===== src/rtl/mac_pause_pkg.sv =====
// Shared definitions for the 802.3x pause path: FSM states, default widths,
// and pause-frame constants also used by the RX pause decoder.
package mac_pause_pkg;

    localparam int unsigned QUANTA_W_DEF = 16;
    localparam int unsigned SUBQ_W_DEF   = 8;
    localparam int unsigned AXIS_DATA_W  = 64;
    localparam int unsigned AXIS_KEEP_W  = AXIS_DATA_W / 8;
    localparam int unsigned HELD_CNT_W   = 32;

    // MAC control frame identification
    localparam logic [47:0] PAUSE_DA        = 48'h0180_C200_0001;
    localparam logic [15:0] PAUSE_ETHERTYPE = 16'h8808;
    localparam logic [15:0] PAUSE_OPCODE    = 16'h0001;
    localparam int unsigned PAUSE_QUANTUM_BITS = 512;

    typedef enum logic [1:0] {
        PASS  = 2'd0,
        FRAME = 2'd1,
        HOLD  = 2'd2
    } pause_state_e;

    typedef struct packed {
        logic [AXIS_DATA_W-1:0] tdata;
        logic [AXIS_KEEP_W-1:0] tkeep;
        logic                   tlast;
    } axis_beat_t;

endpackage


===== src/rtl/pause_quanta_timer.sv =====
// Pause quanta countdown: qcnt counts quanta, scnt prescales clk cycles into
// quanta. Loads on a request, cleared while pause is disabled.
module pause_quanta_timer
    import mac_pause_pkg::*;
#(
    parameter int unsigned QUANTA_W = QUANTA_W_DEF,
    parameter int unsigned SUBQ_W   = SUBQ_W_DEF
) (
    input  logic                clk,
    input  logic                aresetn,
    input  logic                cfg_pause_enable,
    input  logic [SUBQ_W-1:0]   cfg_sub_quanta_count,
    input  logic                pause_req_valid,
    input  logic [QUANTA_W-1:0] pause_req_quanta,
    output logic [QUANTA_W-1:0] qcnt,
    output logic                pause_active
);

    logic [QUANTA_W-1:0] r_qcnt;
    logic [QUANTA_W-1:0] w_qcnt_nxt;
    logic [SUBQ_W-1:0]   r_scnt;
    logic [SUBQ_W-1:0]   w_scnt_nxt;
    logic [SUBQ_W-1:0]   w_sub_max;
    logic                r_active;

    // A prescale of 0 behaves as 1 cycle per quantum
    assign w_sub_max = (cfg_sub_quanta_count == '0) ? '0
                                                    : cfg_sub_quanta_count - SUBQ_W'(1);

    always_comb begin
        w_qcnt_nxt = r_qcnt;
        w_scnt_nxt = r_scnt;
        if (!cfg_pause_enable) begin
            w_qcnt_nxt = '0;
            w_scnt_nxt = '0;
        end else if (pause_req_valid) begin
            w_qcnt_nxt = pause_req_quanta;
            w_scnt_nxt = '0;
        end else if (r_qcnt != '0) begin
            if (r_scnt == w_sub_max) begin
                w_scnt_nxt = '0;
                w_qcnt_nxt = r_qcnt - QUANTA_W'(1);
            end else begin
                w_scnt_nxt = r_scnt + SUBQ_W'(1);
            end
        end
    end

    always_ff @(posedge clk or negedge aresetn) begin
        if (!aresetn) begin
            r_qcnt   <= '0;
            r_scnt   <= '0;
            r_active <= 1'b0;
        end else begin
            r_qcnt   <= w_qcnt_nxt;
            r_scnt   <= w_scnt_nxt;
            r_active <= (w_qcnt_nxt != '0);
        end
    end

    assign qcnt         = r_qcnt;
    assign pause_active = r_active;

endmodule


===== src/rtl/tx_pause_ctrl.sv =====
// TX pause scheduler: gates new frame starts on the user TX AXI4-Stream while
// the pause timer runs; frames already in flight always complete.
module tx_pause_ctrl
    import mac_pause_pkg::*;
#(
    parameter int unsigned QUANTA_W = QUANTA_W_DEF,
    parameter int unsigned SUBQ_W   = SUBQ_W_DEF
) (
    input  logic                   clk,
    input  logic                   aresetn,
    input  logic                   cfg_pause_enable,
    input  logic [SUBQ_W-1:0]      cfg_sub_quanta_count,
    input  logic                   pause_req_valid,
    input  logic [QUANTA_W-1:0]    pause_req_quanta,
    input  logic [AXIS_DATA_W-1:0] s_axis_tdata,
    input  logic [AXIS_KEEP_W-1:0] s_axis_tkeep,
    input  logic                   s_axis_tvalid,
    input  logic                   s_axis_tlast,
    output logic                   s_axis_tready,
    output logic [AXIS_DATA_W-1:0] m_axis_tdata,
    output logic [AXIS_KEEP_W-1:0] m_axis_tkeep,
    output logic                   m_axis_tvalid,
    output logic                   m_axis_tlast,
    input  logic                   m_axis_tready,
    output logic                   pause_active,
    output logic [QUANTA_W-1:0]    pause_quanta_remaining,
    output logic [HELD_CNT_W-1:0]  held_frames
);

    pause_state_e          r_state;
    pause_state_e          w_state_nxt;
    logic [QUANTA_W-1:0]   w_qcnt;
    logic                  w_qcnt_zero;
    logic                  w_gate_open;
    logic                  w_accept;
    logic                  w_held_inc;
    logic [HELD_CNT_W-1:0] r_held_frames;
    axis_beat_t            w_beat;

    pause_quanta_timer #(
        .QUANTA_W (QUANTA_W),
        .SUBQ_W   (SUBQ_W)
    ) u_timer (
        .clk                  (clk),
        .aresetn              (aresetn),
        .cfg_pause_enable     (cfg_pause_enable),
        .cfg_sub_quanta_count (cfg_sub_quanta_count),
        .pause_req_valid      (pause_req_valid),
        .pause_req_quanta     (pause_req_quanta),
        .qcnt                 (w_qcnt),
        .pause_active         (pause_active)
    );

    // Open frames are never gated, so valid is never withdrawn mid-frame
    assign w_qcnt_zero = (w_qcnt == '0);
    assign w_gate_open = (r_state == FRAME) | w_qcnt_zero;
    assign w_accept    = s_axis_tvalid & m_axis_tready & w_gate_open;

    assign w_beat        = '{tdata: s_axis_tdata, tkeep: s_axis_tkeep, tlast: s_axis_tlast};
    assign m_axis_tdata  = w_beat.tdata;
    assign m_axis_tkeep  = w_beat.tkeep;
    assign m_axis_tlast  = w_beat.tlast;
    assign m_axis_tvalid = s_axis_tvalid & w_gate_open;
    assign s_axis_tready = m_axis_tready & w_gate_open;

    always_comb begin
        w_state_nxt = r_state;
        w_held_inc  = 1'b0;
        unique case (r_state)
            PASS: begin
                if (s_axis_tvalid && !w_qcnt_zero) begin
                    w_state_nxt = HOLD;
                    w_held_inc  = 1'b1;
                end else if (w_accept && !s_axis_tlast) begin
                    w_state_nxt = FRAME;
                end
            end
            FRAME: begin
                if (w_accept && s_axis_tlast) begin
                    w_state_nxt = PASS;
                end
            end
            HOLD: begin
                if (w_accept) begin
                    w_state_nxt = s_axis_tlast ? PASS : FRAME;
                end
            end
            default: w_state_nxt = PASS;
        endcase
    end

    always_ff @(posedge clk or negedge aresetn) begin
        if (!aresetn) begin
            r_state       <= PASS;
            r_held_frames <= '0;
        end else begin
            r_state <= w_state_nxt;
            if (w_held_inc) begin
                r_held_frames <= r_held_frames + HELD_CNT_W'(1);
            end
        end
    end

    assign pause_quanta_remaining = w_qcnt;
    assign held_frames            = r_held_frames;

endmodule


===== config.mk =====
export PLATFORM = sky130hd
export DESIGN_NAME = tx_pause_ctrl
export DESIGN_NICKNAME = d
export VERILOG_FILES = /design/src/rtl/mac_pause_pkg.sv /design/src/rtl/pause_quanta_timer.sv /design/src/rtl/tx_pause_ctrl.sv
export SDC_FILE = /design/constraint.sdc
export NUM_CORES = 1
export LEC_CHECK = 0
export BUFFER_PORTS_ARGS = -buffer_cell sky130_fd_sc_hd__clkbuf_2
export CORE_AREA = 2 2 87 105
export DETAILED_ROUTE_END_ITERATION = 6
export DIE_AREA = 0 0 89 107
export PLACE_DENSITY = 0.85
export SYNTH_ARGS = -nofsm -noshare
export SYNTH_HDL_FRONTEND = slang
export SYNTH_SLANG_ARGS = --single-unit

===== constraint.sdc =====
create_clock -name clk -period 6 [get_ports clk]
set_input_delay 0.6 -clock clk [delete_from_list [all_inputs] [get_ports clk]]
set_output_delay 0.6 -clock clk [all_outputs]
set_load 0.05 [all_outputs]

; Word level (Yosys, flattened, before mapping)
; Index checks and enable logic that the tools add are counted.
[totals]
mem_count = 0
romBits = 0
latchBits = 0
wordCells = 49
ff_bits = 59
mem_bits_rw = 0
inputBits = 103
[op_classes]
mux = 17
div_mod_pow = 0
add_sub_neg = 4
n_bitwise = 5
shift = 0
magnitude_cmp = 0
reduce_logical = 11
eq_ne = 7
n_mul = 0
[ops]
columns = cell, n
row1 = 2-to-1 mux 16 bit, 4
row2 = 2-to-1 mux 8 bit, 5
row3 = adder 32 x 1 -> 32 bit (second input constant), 1
row4 = nonzero test 16 bit, 2
row5 = zero test 16 bit, 1
row6 = subtractor 16 x 1 -> 16 bit (second input constant), 1
row7 = adder 8 x 1 -> 8 bit (second input constant), 1
row8 = equality test 8 bit, 1
row9 = zero test 8 bit, 1
row10 = 2-to-1 mux 2 bit, 4
row11 = subtractor 8 x 1 -> 8 bit (second input constant), 1
row12 = case mux 2 bit (3 select lines), 1
row13 = AND 1 bit, 4
row14 = logical AND 1 bit, 3
row15 = 2-to-1 mux 1 bit, 3
row16 = inequality test 3 x 1 -> 1 bit (second input constant), 1
row17 = inequality test 3 bit (second input constant), 1
row18 = AND reduction 3 bit, 1
row19 = equality test 2 x 1 -> 1 bit (second input constant), 1
row20 = equality test 2 bit (second input constant), 1
row21 = zero test 1 bit, 2
row22 = zero test 2 bit, 1
row23 = inequality test 2 x 1 -> 1 bit (second input constant), 1
row24 = inequality test 2 bit (second input constant), 1
row25 = bitwise OR 1 bit, 1

; Logic depth before layout (Yosys ltp)
[logic_depth]
word_depth = 8
ltp_mapped = 15
mapped_depth_nobuf = 12

; Hierarchy
; A second synthesis with hierarchy kept.
[hier_totals]
cells_unflattened = 484
area_unflattened_um2 = 4415.5
[modules_own_cells]
columns = module, cells_per_inst, n_inst, area_each_um2, seq_area_each_um2
row1 = tx_pause_ctrl, 231, 1, 2324.7, 850.8
row2 = pause_quanta_timer, 253, 1, 2090.8, 625.6

; Least setup slack after synthesis
; Ideal clock, no wire load.
[synth_path]
path_type = in2reg
startpoint = in cfg_sub_quanta_count[0]
endpoint = reg u_timer.r_active (netlist: u_timer.pause_active)
cell_stages = 14
t_arrival_ns = 3.804
setup_slack_ns = 2.063
t_required_ns = 5.867
path_buffers = 2
path_cell_list = buf_2 -> inv_1 -> ha_1 -> clkbuf_1 -> nor2_1 -> o21ai_1 -> a2111oi_0 -> nor3_1 -> or4_1 -> or3_1 -> xnor2_1 -> o221a_2 -> or4_1 -> nand4bb_1
[synth_between]
elab_chain_len = 8
word_cells_on_any_way = 9
[synth_lines]
columns = item, line_no
row1 = from (decl), tx_pause_ctrl.sv:12  ; input logic [SUBQ_W-1:0] cfg_sub_quanta_count,
row2 = subtractor 8 x 1 -> 8 bit or zero test 8 bit (tied branches), "pause_quanta_timer.sv:28, pause_quanta_timer.sv:27"
row3 = 2-to-1 mux 8 bit *, pause_quanta_timer.sv:27  ; assign w_sub_max = (cfg_sub_quanta_count == '0) ? '0
row4 = equality test 8 bit *, pause_quanta_timer.sv:40  ; if (r_scnt == w_sub_max) begin
row5 = 2-to-1 mux 16 bit *, pause_quanta_timer.sv:40
row6 = 2-to-1 mux 16 bit *, pause_quanta_timer.sv:39  ; end else if (r_qcnt != '0) begin
row7 = 2-to-1 mux 16 bit *, pause_quanta_timer.sv:36  ; end else if (pause_req_valid) begin
row8 = 2-to-1 mux 16 bit *, pause_quanta_timer.sv:33  ; if (!cfg_pause_enable) begin
row9 = nonzero test 16 bit *, pause_quanta_timer.sv:57  ; r_active <= (w_qcnt_nxt != '0);
row10 = to (signal assigned), pause_quanta_timer.sv:57
row11 = to (decl), pause_quanta_timer.sv:24  ; logic r_active;
; Every way passes the cells marked *; elsewhere a longest branch is shown, timed or not.
; A chain may end at the register's enable or synchronous reset.

; Worst setup path in the final report
; Ends and elaborated chain as after synthesis.

==> run_results.csv <==
group,metric,value,unit
timing,hold_viol,0,
status,status,"completed",
pwr,netSwitchingPower,0.000344,W
clocking,cts_max_level,3,
routing,ant_nets,0,
critical_path,crit_family,"simple AND/OR/NAND/NOR gates",
critical_path,arrival,4.21,ns
timing,hold_slack,0.416,ns
die,start_util,46.9,%
timing,skew,0.00992,ns
pwr,p_sw_share,31.7,%
pwr,p_seq_share,41.9,%
pwr,internal_power,0.000741,W
clocking,cts_hold_buf,0,
pwr,p_total,0.00109,W
critical_path,critical_path.cell_chain,"clkbuf_2 -> inv_1 -> ha_1 -> nor3b_1 -> nand2_1 -> or3_1 -> a31oi_1 -> nand3_1 -> o31ai_2 -> nand3_1 -> o221a_2 -> or4_1 -> nand4bb_1",
clocking,cts.sinks,59,
synthesis,synth-seq-cells,59,
grt,grt_pass1_vias,3201,
place,gp_congestion,0.929,
die,fp-row-count,37,
synthesis,syn_area,3990,um^2
layout,nets,561,
critical_path,start_kind,"input pin",
synthesis,synth_top_flop_cell,"dfrtp_1",
critical_path,crit_fanout,14,
grt,antenna_found_initial,0,
place,pre_cts_ws,1.80,ns
synthesis,syn_inst,445,
routing,route.vias.total,3210,
critical_path,critPathSlowestCell,"nand3_1",
layout,layout-drive-gt1-share,24.2,%
routing,wire_per_inst,16.2,um
clocking,clkLatencyLatePin,0.33,ns
layout,n_antenna_cell,0,
routing,avgViaCountPerCell,5.57,
grt,grt-ovfl-total,0,
critical_path,crit_end,"u_timer.pause_active$_DFF_PN0_",
die,core,8520,um^2
critical_path,required,6.20,ns
synthesis,synth_seq_area_share,37.0,%
clocking,clk_pin_slew,0.07,ns
routing,finalWirelength,9350,um
synthesis,synth_fp_nets,552,
timing,period_minus_slack,4.00,ns
critical_path,critPathMaxStageDelay,0.47,ns
routing,drc,0,
timing,slew_viol_final,0,
critical_path,reg2reg_depth,9,
critical_path,critPathBufInv,2,
critical_path,cp.depth,13,
pwr,combPwrFrac,20.7,%
clocking,cts.path.max_buffers,2,
pwr,p_per_area,260,nW/um^2
clocking,cts_resized,0,
clocking,cts_tree,"done",
die,die_h,107,um
clocking,post_cts_buffers,0,
hold_path,hp-class,"input pin to asynchronous set/reset pin",
place,io_buffers,82,
timing,worst_pin_slew,0.983,ns
job,cap_violations,0,
routing,firstDrtPassIters,4,
timing,finalCritPeriodShare,66.7,%
layout,final_common_cell,"clkbuf_2",
clocking,numCtsBuffers,9,
layout,syn_to_final_growth,4.51,%
timing,fmax,250,MHz
pwr,vdd_drop_max,210,uV
synthesis,async_reset_ff_share,100,%
timing,setup_slack,2.00,ns
timing,setup_viol,0,
place,hpwl,6950,um
timing,finalSetupTns,0,ns
synthesis,postSynthAreaPerCell,8.97,um^2
critical_path,r2r_start,"u_timer.qcnt[11]$_DFF_PN0_",
timing,rsz0062_at_grt,"false",
grt,grt_pass1_wl,14900,um
grt,grt_max_degree,60,
die,io_pins,227,
synthesis,post_synth_num_cell_types,60,
die,dieArea,9520,um^2
die,die_x,89,um
pwr,p_leak,1.96,nW
synthesis,ys_warn_count,0,
critical_path,cp-end-kind,"flop",
critical_path,crit_path_frequent_cell,"nand3_1",
clocking,clockRootBuffer,"clkbuf_8",
pwr,p_clk_share,37.4,%
synthesis,synth-edff-count,0,
critical_path,rrSetupSlack,2.11,ns
critical_path,startpoint,"cfg_sub_quanta_count[0]",
grt,gr-usage-all-layers,19.9,%
critical_path,worst-setup-path-type,"input pin to flop",
layout,layout_common_cells,"clkbuf_2, dfrtp_1, nor2_1",
timing,slew_headroom,33.5,%
routing,dr.first_iter.drc_count,205,
critical_path,r2r-end,"u_timer.pause_active$_DFF_PN0_",
## final cells by class
type                       count  area (um^2)
clock inverter                 5         75.1
clock buffer                  11          151
sequential                    59         1480
tap                          117          146
timing repair buffer          83          418
multi-input combinational    290         1860
fill                         837         4350
inverter                      11         41.3
## worst min path at each step
stage,startpoint,to,slack (ns),depth (start not counted)
2_1_floorplan,aresetn,held_frames[0]$_DFFE_PN0P_,0.30,0
3_3_place_gp,held_frames[31]$_DFFE_PN0P_,held_frames[31]$_DFFE_PN0P_,0.46,1
3_5_place_dp,r_state[0]$_DFFE_PN0P_,r_state[1]$_DFFE_PN0P_,0.48,1
4_1_cts,aresetn,held_frames[10]$_DFFE_PN0P_,0.44,2
5_1_grt,aresetn,u_timer.qcnt[13]$_DFF_PN0_,0.49,2
6_report,aresetn,held_frames[10]$_DFFE_PN0P_,0.42,2
## cell usage after synthesis (2+ instances only)
cell type / number / area (um^2)
buf_4: 73 / 548
dfrtp_1: 59 / 1480
nor2_1: 35 / 131
xnor2_1: 28 / 245
nand2_1: 27 / 101
nand3_1: 24 / 120
o21ai_0: 20 / 100
xor2_1: 19 / 166
nor3_1: 15 / 75.1
and3_1: 10 / 62.6
inv_1: 10 / 37.5
nand2b_1: 10 / 62.6
or3_1: 10 / 62.6
a21oi_1: 9 / 45.0
nor4_1: 9 / 56.3
clkbuf_1: 8 / 30.0
nand4_1: 5 / 31.3
or4_1: 5 / 37.5
a31oi_1: 4 / 25.0
ha_1: 4 / 50.1
o211a_1: 4 / 40.0
o21a_1: 4 / 30.0
nand4b_1: 3 / 26.3
nor3b_1: 3 / 22.5
or2_2: 3 / 18.8
a211oi_1: 2 / 15.0
a21boi_0: 2 / 15.0
a21o_1: 2 / 15.0
and2_1: 2 / 12.5
buf_2: 2 / 10.0
buf_6: 2 / 22.5
nand3b_1: 2 / 15.0
o221a_2: 2 / 22.5
o31a_1: 2 / 17.5
## logic make-up after synthesis
family                   Yosys count  share of synthesized area, %
AND/OR/NAND/NOR                  172                          23.3
buffers and inverters             96                          16.3
AO/OA/AOI/OAI                     65                          11.3
flip-flops                        59                          37.0
XOR/XNOR                          47                          10.3
adder cells (fa/ha/maj)            4                          1.25
multiplexers                       2                         0.533
## layer usage
metal | share of wire (%) | track usage (%)
met5 | 0 | 0
met4 | 2.4 | 9.91
met2 | 48 | 31.3
met3 | 10 | 7.70
met1 | 39 | 23.5
## through the flow
step                std cells  instance area, um^2  util, %
floorplan                 445                 3990        -
global placement          560                 3950     46.3
detailed placement        560                 3950     46.3
CTS                       576                 4170     49.0
global route              576                 4170     49.0
finish                    576                 4170     49.0
## worst register-to-register path, stage by stage, from the launching register on
cell	delay, ns
dfrtp_1	0.42
or4_1	0.61
nor4_1	0.52
nor4b_2	0.74
or4_1	0.30
nor4_1	0.07
o311a_1	0.34
nor2_1	0.10
or4b_1	0.45
nand4bb_1	0.21
## power by group through the flow
stage               sequential [W]  clock, W  combinational [W]
floorplan                 0.000535         0           0.000211
global placement          0.000461         0           0.000219
detailed placement        0.000461         0           0.000224
CTS                       0.000455  0.000418           0.000225
global route              0.000460  0.000438           0.000241
finish                    0.000455  0.000406           0.000224
## registers in the layout, indices dropped and copies added (netlist names)
name / cells
held_frames: 32
r_state: 2
u_timer.qcnt: 16
u_timer.pause_active: 1
u_timer.r_scnt: 8
Note: power is estimated with default switching activity, not from simulation.
